### src/rtl/arb_pkg.sv
// Shared types and constants for the data-memory arbiter: FSM encoding,
// requester identifiers and the default access latency.
package arb_pkg;

  typedef enum logic [1:0] {
    IDLE   = 2'd0,
    ACCESS = 2'd1,
    RESP   = 2'd2
  } state_t;

  localparam logic GNT_CPU = 1'b0;
  localparam logic GNT_LDR = 1'b1;

  localparam int DEFAULT_WAIT_CYCLES = 1;

endpackage : arb_pkg

### src/rtl/rr_pick2.sv
// Two-input round-robin selector: a lone eligible requester wins, a tie goes
// to the requester that did not win last time.
module rr_pick2
  import arb_pkg::*;
(
  input  logic elig_cpu,
  input  logic elig_ldr,
  input  logic last_grant,
  output logic grant_valid,
  output logic grant_id
);

  // NOTE: every output of a combinational block gets a default first, so no
  // path through the branches can leave it unassigned and infer a latch.
  always_comb begin
    grant_valid = elig_cpu | elig_ldr;
    grant_id    = GNT_CPU;
    if (elig_cpu && elig_ldr) begin
      grant_id = ~last_grant;
    end else if (elig_ldr) begin
      grant_id = GNT_LDR;
    end
  end

endmodule : rr_pick2

### src/rtl/dm_arbiter.sv
// Shares the single-port data memory between the SCPU data port and the
// loader/debug master, one transaction at a time with a fixed access latency.
module dm_arbiter
  import arb_pkg::*;
#(
  parameter int WAIT_CYCLES = DEFAULT_WAIT_CYCLES,
  parameter int AW          = 32,
  parameter int DW          = 32
) (
  input  logic          clk,
  input  logic          rst_n,

  input  logic          cpu_req,
  input  logic          cpu_we,
  input  logic [AW-1:0] cpu_addr,
  input  logic [DW-1:0] cpu_wdata,
  output logic [DW-1:0] cpu_rdata,
  output logic          cpu_ready,

  input  logic          ldr_req,
  input  logic          ldr_we,
  input  logic [AW-1:0] ldr_addr,
  input  logic [DW-1:0] ldr_wdata,
  output logic [DW-1:0] ldr_rdata,
  output logic          ldr_ack,
  input  logic          ldr_lock,

  output logic [AW-1:0] dm_addr,
  output logic [DW-1:0] dm_wdata,
  output logic          dm_we,
  input  logic [DW-1:0] dm_rdata,
  output logic          busy
);

  localparam logic [3:0] CNT_INIT = 4'(WAIT_CYCLES - 1);

  state_t          state_q, state_d;
  logic [3:0]      cnt_q;
  logic            last_grant_q;
  logic            grant_q;
  logic            lat_we_q;
  logic [AW-1:0]   lat_addr_q;
  logic [DW-1:0]   lat_wdata_q;

  logic            grant_valid;
  logic            grant_id;

  // Lock only removes the CPU from arbitration; the round-robin pointer moves
  // solely on actual grants.
  rr_pick2 u_pick (
    .elig_cpu    (cpu_req & ~ldr_lock),
    .elig_ldr    (ldr_req),
    .last_grant  (last_grant_q),
    .grant_valid (grant_valid),
    .grant_id    (grant_id)
  );

  // NOTE: sequential state uses non-blocking assignments so every register
  // samples pre-edge values regardless of process ordering.
  always_ff @(posedge clk or negedge rst_n) begin
    if (!rst_n) begin
      state_q <= IDLE;
    end else begin
      state_q <= state_d;
    end
  end

  always_comb begin
    state_d   = state_q;
    dm_we     = 1'b0;
    cpu_ready = 1'b0;
    ldr_ack   = 1'b0;
    busy      = 1'b1;
    unique case (state_q)
      IDLE: begin
        busy = 1'b0;
        if (grant_valid) state_d = ACCESS;
      end
      ACCESS: begin
        if (cnt_q == '0) begin
          dm_we   = lat_we_q;
          state_d = RESP;
        end
      end
      RESP: begin
        cpu_ready = (grant_q == GNT_CPU);
        ldr_ack   = (grant_q == GNT_LDR);
        state_d   = IDLE;
      end
      default: state_d = IDLE;
    endcase
  end

  // NOTE: only control and datapath registers are reset; DM contents live
  // outside this block and are never cleared here.
  always_ff @(posedge clk or negedge rst_n) begin
    if (!rst_n) begin
      cnt_q        <= '0;
      last_grant_q <= GNT_LDR;
      grant_q      <= GNT_CPU;
      lat_we_q     <= 1'b0;
      lat_addr_q   <= '0;
      lat_wdata_q  <= '0;
      cpu_rdata    <= '0;
      ldr_rdata    <= '0;
    end else begin
      unique case (state_q)
        IDLE: begin
          if (grant_valid) begin
            last_grant_q <= grant_id;
            grant_q      <= grant_id;
            cnt_q        <= CNT_INIT;
            if (grant_id == GNT_CPU) begin
              lat_we_q    <= cpu_we;
              lat_addr_q  <= cpu_addr;
              lat_wdata_q <= cpu_wdata;
            end else begin
              lat_we_q    <= ldr_we;
              lat_addr_q  <= ldr_addr;
              lat_wdata_q <= ldr_wdata;
            end
          end
        end
        ACCESS: begin
          if (cnt_q == '0) begin
            if (!lat_we_q) begin
              if (grant_q == GNT_CPU) cpu_rdata <= dm_rdata;
              else                    ldr_rdata <= dm_rdata;
            end
          end else begin
            cnt_q <= cnt_q - 4'd1;
          end
        end
        default: ;
      endcase
    end
  end

  // The DM bus always reflects the latched transaction, so it holds through
  // RESP and idle periods without depending on live request inputs.
  assign dm_addr  = lat_addr_q;
  assign dm_wdata = lat_wdata_q;

endmodule : dm_arbiter

### config.mk
export PLATFORM = sky130hd
export DESIGN_NAME = dm_arbiter
export DESIGN_NICKNAME = d
export VERILOG_FILES = /design/src/rtl/arb_pkg.sv /design/src/rtl/rr_pick2.sv /design/src/rtl/dm_arbiter.sv
export SDC_FILE = /design/constraint.sdc
export NUM_CORES = 1
export LEC_CHECK = 0
export CORE_MARGIN = 3
export CORE_UTILIZATION = 40
export CTS_BUF_LIST = sky130_fd_sc_hd__clkbuf_8
export DETAILED_ROUTE_END_ITERATION = 10
export GPL_ROUTABILITY_DRIVEN = 0
export GPL_TIMING_DRIVEN = 0
export PLACE_DENSITY = 0.81
export SLEW_MARGIN = 10
export SYNTH_ARGS = -nofsm -noshare
export SYNTH_HDL_FRONTEND = slang
export SYNTH_SLANG_ARGS = --single-unit
### constraint.sdc
create_clock -name clk -period 3.8 [get_ports clk]
set_clock_uncertainty 0.2 [all_clocks]
set_input_delay 0.95 -clock clk [delete_from_list [all_inputs] [get_ports clk]]
set_output_delay 0.95 -clock clk [all_outputs]
set_load 0.02 [all_outputs]
# Yosys cells after proc, flatten, opt, wreduce, memory -nomap -nowiden

Index checks and enable logic that the tools add are counted.

Bitwise logic cells: 6
Equal/unequal tests: 5
Reduce and logical (&&, ||, !) cells: 9
Add/subtract/negate cells: 1
Mux-type cells: 16

Operator list:

| cell                                                 | number |
|---|---|
| 2-to-1 mux 32 bit                                    | 2 |
| 2-to-1 mux 1 bit                                     | 8 |
| 2-to-1 mux 4 bit                                     | 2 |
| case mux 4 bit (2 select lines)                      | 1 |
| AND reduction 4 bit                                  | 2 |
| inequality test 2 bit (second input constant)        | 3 |
| logical NOT 4 bit                                    | 1 |
| 2-to-1 mux 2 bit                                     | 2 |
| inverter 1 bit                                       | 4 |
| case mux 2 bit (2 select lines)                      | 1 |
| AND reduction 2 bit                                  | 2 |
| subtractor 4 x 1 -> 4 bit (second input constant)    | 1 |
| AND reduction 3 bit                                  | 1 |
| equality test 2 x 1 -> 1 bit (second input constant) | 1 |
| equality test 2 bit (second input constant)          | 1 |
| logical NOT 2 bit                                    | 1 |
| nonzero test 2 bit                                   | 1 |
| bitwise AND 1 bit                                    | 1 |
| logical AND 1 bit                                    | 1 |
| bitwise OR 1 bit                                     | 1 |

Word-level logic and storage cells: 46
Bits of input ports: 167
Bits in registers: 137

# Depth between registers and ports, before layout

Gate-level depths: netlist of run 1.

Depth after elaboration: 5
Mapped depth: 7
Gate-level depth less buffers: 6

# Hierarchy

Synthesis of run 1 repeated with hierarchy kept, for this count alone.

Cells, all modules: 471
Area total of the unflattened synthesis: 6097.1 um^2

Modules (own cells, without submodules):

| module     | cells each | instances | area an instance (um^2) | seq. area each (um^2) |
|---|---|---|---|---|
| dm_arbiter | 469        | 1         | 6083.3                  | 3429.5 |
| rr_pick2   | 2          | 1         | 13.8                    | 0.0 |

# Worst setup path before layout of run 1

Ideal clock, no wire load.

Path kind: flip-flop to output port
Start: register cnt_q[0]
End: output port dm_we
Required time: 2650 ps
Buffers on the path: 0
Cell stages (with the launch flop): 6
Path slack: 1274 ps
Arrival: 1376 ps
Cell sequence: dfrtp_1 > inv_1 > ha_1 > or3b_4 > nor2_4 > and2_1

Longest elaborated chain between the ends: 3

RTL lines:

| what                   | line              | text |
|---|---|---|
| start, declared        | dm_arbiter.sv:38  | `logic [3:0] cnt_q;` |
| start signal, assigned | dm_arbiter.sv:131 | `cnt_q <= cnt_q - 4'd1;` |
| logical NOT 4 bit      | dm_arbiter.sv:80  | `if (cnt_q == '0) begin` |
| 2-to-1 mux 1 bit       | dm_arbiter.sv:80  |  |
| 2-to-1 mux 1 bit       | dm_arbiter.sv:74  | `unique case (state_q)` |
| end, declared          | dm_arbiter.sv:30  | `output logic dm_we,` |

Every way passes these cells.

# Worst setup path in the final report of run 1

Ends and elaborated chain as after synthesis.

==> run metrics, run 1 <==
Final setup viols 0; post-route cell area 9470 um^2; total length of routed wires 17900 um; commonest non-fill, non-tap cells in the layout clkdlybuf4s50_1, dfrtp_1, a21oi_1, nand2_1, nor2_1; dpl cell area 9090 um^2; CP max FO 4; antenna violations before repair 0; Die H 127 um; Fin. Hold Viols 0; WL met3 1640 um; Power Total 8.06 mW; Area growth syn-to-layout 61.8%; main flop type after synthesis dfrtp_1; initial DRC count 221; Req. time, crit path 2.65 ns; vias 5188; Setup Buffers After CTS 0; actual slew at the worst max-slew pin 0.630 ns; CTS Buf Count 17; switching power 3.15 mW; Final min period 3.58 ns; I/O Buffers 298; DRT met1 WL 6980 um; Synth Instances 533; # diodes 0; CP Capture Type primary output; layout cell share with drive strength beyond 1 12.5%; CTS tree built; DRT Pass-1 Iters 6; met2 WL 8850 um; synthesized net count 702; Total GRT Usage 22.1%; clock network fraction of design power 14.5%; status finished clean; Net Sw Frac 39.0%; P_leak 4.08 nW; # resized after CTS 0; Hold/Removal Path Class in2async; maximum vdd drop 0.342 mV; Ys Warns 0; CTS H-tree depth 4; Fmax achieved 279 MHz; Residual DRC 0; fin crit share 94.2%; Final ANT Viol Nets 0; number of flops mapped to enable cells by yosys 0; initial core utilization 41.5%; Unique masters post-synth 32; Max Cap Violations 0; commonest non-fill, non-tap cell in the layout clkdlybuf4s50_1; register area share after synthesis 58.6%; PD cells 851 nW/um^2; worst-skew pair later-pin latency 0.44 ns; Slew headroom 58.0%; full die area 16100 um^2; DIE WIDTH 127 um; Startpoint Class flip-flop; unrepaired setup endpoints after global routing no; vias per cell 4.97; GRT overflow 0; CTS clk-pin slew, worst paths 0.08 ns; Cell Rows 43; first-pass GRT wire length 27900 um; uppermost layer routed met4; vias in the first global route 5208; HPWL Detailed 13600 um; Max clock buf depth 2; core area 14100 um^2; CTS root buf clkbuf_8; mean post-synth cell area 11.0 um^2; Comb pwr share 53.2%; critical path type reg2out; CTS Hold Buffers Added 0; arrival time worst endpoint 2.43 ns; Num Clock Sinks 137; Cell Area, Synth 5850 um^2; WL/cell 17.2 um; nets@finish 1020; Seq pwr share 32.3%; Pins Over Slew Limit 0; boundary pin count 299; #FFs+latches synth 137; ys async rst share 100%; largest net degree at the start of global routing 73; P_int 4.91 mW
-- registers in the layout, summed over array words and instances (netlist names) --
signal        count
lat_we_q          1
last_grant_q      1
state_q           2
cpu_rdata        32
dm_addr          32
cnt_q             4
grant_q           1
ldr_rdata        32
dm_wdata         32
-- cell families (layout without fill, tap and decap cells) --
| kind of cell | Yosys count | in the layout | share of synthesized area (%) |
|---|---|---|---|
| buffers and inverters | 37 | 367 | 3.23 |
| AOI/OAI and AO/OA | 138 | 138 | 11.9 |
| and+or+nand+nor | 153 | 153 | 11.2 |
| muxes | 66 | 66 | 14.6 |
| DFF | 137 | 137 | 58.6 |
| adders and majority gates | 2 | 2 | 0.428 |
-- critical path, stage by stage, from the launching register on --
cell	delay, ns
dfrtp_1	0.41
inv_1	0.10
ha_1	0.16
or3b_4	0.42
nor2_4	0.14
and2_1	0.14
clkdlybuf4s50_1	0.63
-- per-layer routing --
metal	vias to the layer above	global-route usage [%]
met3	35	8.63
li1	2444	-
met2	235	36.7
met5	-	0
met4	0	8.20
met1	2474	26.1
-- final cells by class --
class / count / area [um^2]
clock inverters: 14 / 148
clock buffers: 17 / 234
plain buffers: 34 / 178
multi-input cells: 359 / 2230
repair buffers: 299 / 3010
fillers: 1105 / 4630
flip-flops and latches: 137 / 3430
well taps: 180 / 225
inverters: 3 / 11.3
-- through the flow --
step                setup WS [ns]  cells  utilization [%]  hold WS, ns  TNS (ns)
finish                      0.222   1043             67.2        0.283         0
CTS                         0.177   1043             67.2        0.281         0
detailed placement          0.546   1012             64.5        0.278         0
floorplan                    1.27    533                -        0.261         0
global route               0.0779   1043             67.2        0.302         0
global placement            -3.91   1011             64.3        0.269   -533.00
-- power by group through the flow --
| stage | Sequential [mW] | Clock (mW) | Combinational, mW |
|---|---|---|---|
| 5_1_grt | 2.70 | 1.27 | 4.57 |
| 2_1_floorplan | 3.44 | 0 | 1.42 |
| 4_1_cts | 2.61 | 1.21 | 4.32 |
| 6_report | 2.61 | 1.17 | 4.28 |
| 3_3_place_gp | 2.60 | 0 | 4.24 |
| 3_5_place_dp | 2.63 | 0 | 4.30 |
-- Yosys cell counts, types with 2 or more instances --
library cell | count | area share, %
buf_6 | 6 | 1.2
inv_1 | 3 | 0.19
buf_1 | 7 | 0.45
o21ai_0 | 4 | 0.34
buf_2 | 4 | 0.34
mux2_4 | 30 | 7.7
nand2b_1 | 2 | 0.21
dfrtp_1 | 136 | 58
nand3_1 | 2 | 0.17
mux2_1 | 5 | 0.96
ha_1 | 2 | 0.43
mux2_2 | 30 | 5.8
nor2_1 | 67 | 4.3
nand2_1 | 69 | 4.4
clkbuf_1 | 17 | 1.1
a21oi_1 | 131 | 11
and2_1 | 2 | 0.21
nor3b_1 | 2 | 0.26
-- worst paths after layout --
path	depth (start not counted)	from	endpoint	slack [ns]
max	6	cnt_q[0]	dm_we	0.22
min	1	rst_n	ldr_rdata[22]	0.28
max reg2reg	6	cnt_q[0]	cpu_rdata[1]	1.42
min reg2reg	1	cpu_rdata[2]	cpu_rdata[2]	0.29
max in group asynchronous	2	rst_n	dm_wdata[5]	2.33
min in group clk	1	cpu_rdata[2]	cpu_rdata[2]	0.29
Note: power is estimated with default switching activity, not from simulation.
==> run 2, diff against run 1 <==
--- a/config.mk
+++ b/config.mk
@@ -6,12 +6,12 @@
 export NUM_CORES = 1
 export LEC_CHECK = 0
 export CORE_MARGIN = 3
-export CORE_UTILIZATION = 40
+export CORE_UTILIZATION = 44
 export CTS_BUF_LIST = sky130_fd_sc_hd__clkbuf_8
 export DETAILED_ROUTE_END_ITERATION = 10
 export GPL_ROUTABILITY_DRIVEN = 0
 export GPL_TIMING_DRIVEN = 0
-export PLACE_DENSITY = 0.81
+export PLACE_DENSITY = 0.87
 export SLEW_MARGIN = 10
 export SYNTH_ARGS = -nofsm -noshare
 export SYNTH_HDL_FRONTEND = slang
==> constraint.sdc (replaced) <==
create_clock -name clk -period 4.3 [get_ports clk]
set_clock_uncertainty 0.2 [all_clocks]
set_input_delay 1.075 -clock clk [delete_from_list [all_inputs] [get_ports clk]]
set_output_delay 1.075 -clock clk [all_outputs]
set_load 0.02 [all_outputs]
==> run 2 against run 1 <==
Compared with the run above:
- clock power shrank 15%
- worst hold slack improved by 0.016 ns
- cell count is 0.77% lower
- die area down 8.7%
- non-clock buffer count is the same
- power is 11% lower
- via count increased by 3.0%
- routed wire length up 7.0%
- design area down 0.24%
- global-route usage up 4.2 points
- core utilization grew 6.5 points
==> run metrics, run 2 (synthesis results as in run 1) <==
CTS root buf clkbuf_8; boundary pin count 299; GRT overflow 0; Total GRT Usage 26.3%; commonest non-fill, non-tap cells in the layout clkdlybuf4s50_1, dfrtp_1, a21oi_1, nand2_1, nor2_1; Seq pwr share 32.7%; Die H 121 um; nets@finish 1020; met1 Use GR 28.7%; Pins Over Slew Limit 0; Final setup viols 0; Max clock buf depth 2; Startpoint Class flip-flop; maximum vdd drop 0.464 mV; pre-CTS setup slack 0.952 ns; vias in the first global route 5891; core occupancy in the finished layout 73.7%; Fin. Hold Viols 0; Net Sw Frac 40.1%; actual slew at the worst max-slew pin 0.581 ns; total length of routed wires 19200 um; Final min period 3.70 ns; P_int 4.30 mW; unrepaired setup endpoints after global routing no; Area growth syn-to-layout 61.4%; HPWL Detailed 14500 um; reg-to-reg slack, setup 1.92 ns; hold_sp cpu_rdata[7]; P_leak 4.07 nW; DIE WIDTH 121 um; Residual DRC 0; CP Capture Type primary output; dpl cell area 9080 um^2; commonest non-fill, non-tap cell in the layout clkdlybuf4s50_1; post-route cell area 9450 um^2; layout cell share with drive strength beyond 1 12.5%; CTS H-tree depth 4; critical path type reg2out; first-pass GRT wire length 30200 um; Num Clock Sinks 137; antenna violations before repair 0; WL/cell 18.5 um; # resized after CTS 0; crit path launch cnt_q[0]; setup ws final 0.603 ns; # diodes 0; Cell Rows 41; clock network fraction of design power 13.9%; Req. time, crit path 3.02 ns; vias per cell 5.16; vias 5344; Slew headroom 61.0%; CTS Buf Count 17; global routing met3 resource utilization 9.84%; Setup Buffers After CTS 0; status finished clean; global route hottest layer met2; largest net degree at the start of global routing 83; arrival time worst endpoint 2.42 ns; GRT met2 Usage 46.4%; switching power 2.88 mW; worst-skew pair later-pin latency 0.43 ns; Fmax achieved 270 MHz; CP max FO 4; Comb pwr share 53.4%; Final ANT Viol Nets 0; initial core utilization 45.6%; CTS Hold Buffers Added 0; DRT Pass-1 Iters 5; PD cells 760 nW/um^2; CTS clk-pin slew, worst paths 0.08 ns; reg-to-reg startpoint cnt_q[0]; core area 12800 um^2; initial DRC count 355; fin crit share 86.0%; Hold/Removal Path Class reg2reg; full die area 14700 um^2; I/O Buffers 298; Max Cap Violations 0; final setup TNS 0 ns; CTS tree built
## run 2: cell types whose count changed in the layout (fill, tap and decap cells not counted)
cell / change
bufinv_16: -1
clkbuf_8: +1
clkinv_4: +1
clkinv_2: -1
## run 2: path summary, 6_finish.rpt
check,endpoint,cells past startpoint
setup / recovery,dm_we,6
max in group asynchronous,last_grant_q,2
hold / removal,cpu_rdata[7],1
min in group asynchronous,ldr_rdata[17],1
setup reg to reg,cpu_rdata[27],6
hold reg to reg,cpu_rdata[7],1
## run 2: final cells by class
cell class,instances,area (um^2)
flip-flops and latches,137,3430
fillers,880,3380
multi-input cells,359,2230
clock inverters,13,121
repair buffers,299,3010
well taps,172,215
clock buffers,18,248
plain buffers,34,178
inverters,3,11.3
## run 2: per-layer routing
metal	vias to the layer above	share of wire, %
met3	38	9.0
met2	273	52
li1	2450	-
met5	-	0
met1	2583	36
met4	0	2.8
## run 2: stage by stage
step / hold WS, ns / cells / total power [mW]
after floorplan: 0.261 / 533 / 4.30
after global placement: 0.267 / 1003 / 6.02
after detailed placement: 0.284 / 1004 / 6.19
after CTS: 0.301 / 1035 / 7.23
after global routing: 0.330 / 1035 / 7.59
final: 0.299 / 1035 / 7.18
## run 2: power by group through the flow
stage               sequential, mW  clock [mW]  combinational, mW
finish                        2.35        1.00               3.83
detailed placement            2.36           0               3.84
floorplan                     3.04           0               1.26
global route                  2.42        1.08               4.09
CTS                           2.34        1.02               3.87
global placement              2.29           0               3.72
## run 2: worst max-delay path, cell delays in order, from the launching register on
cell	delay, ns
dfrtp_1	0.41
inv_1	0.09
ha_1	0.16
or3b_4	0.42
nor2_4	0.14
and2_1	0.14
clkdlybuf4s50_1	0.63
==> run 3, diff against run 2 <==
--- a/config.mk
+++ b/config.mk
@@ -16,3 +16,4 @@
 export SYNTH_ARGS = -nofsm -noshare
 export SYNTH_HDL_FRONTEND = slang
 export SYNTH_SLANG_ARGS = --single-unit
+export TNS_END_PERCENT = 100
==> results of run 3 <==
Same layout as run 2: the final DEF is identical, and so are final timing and power.
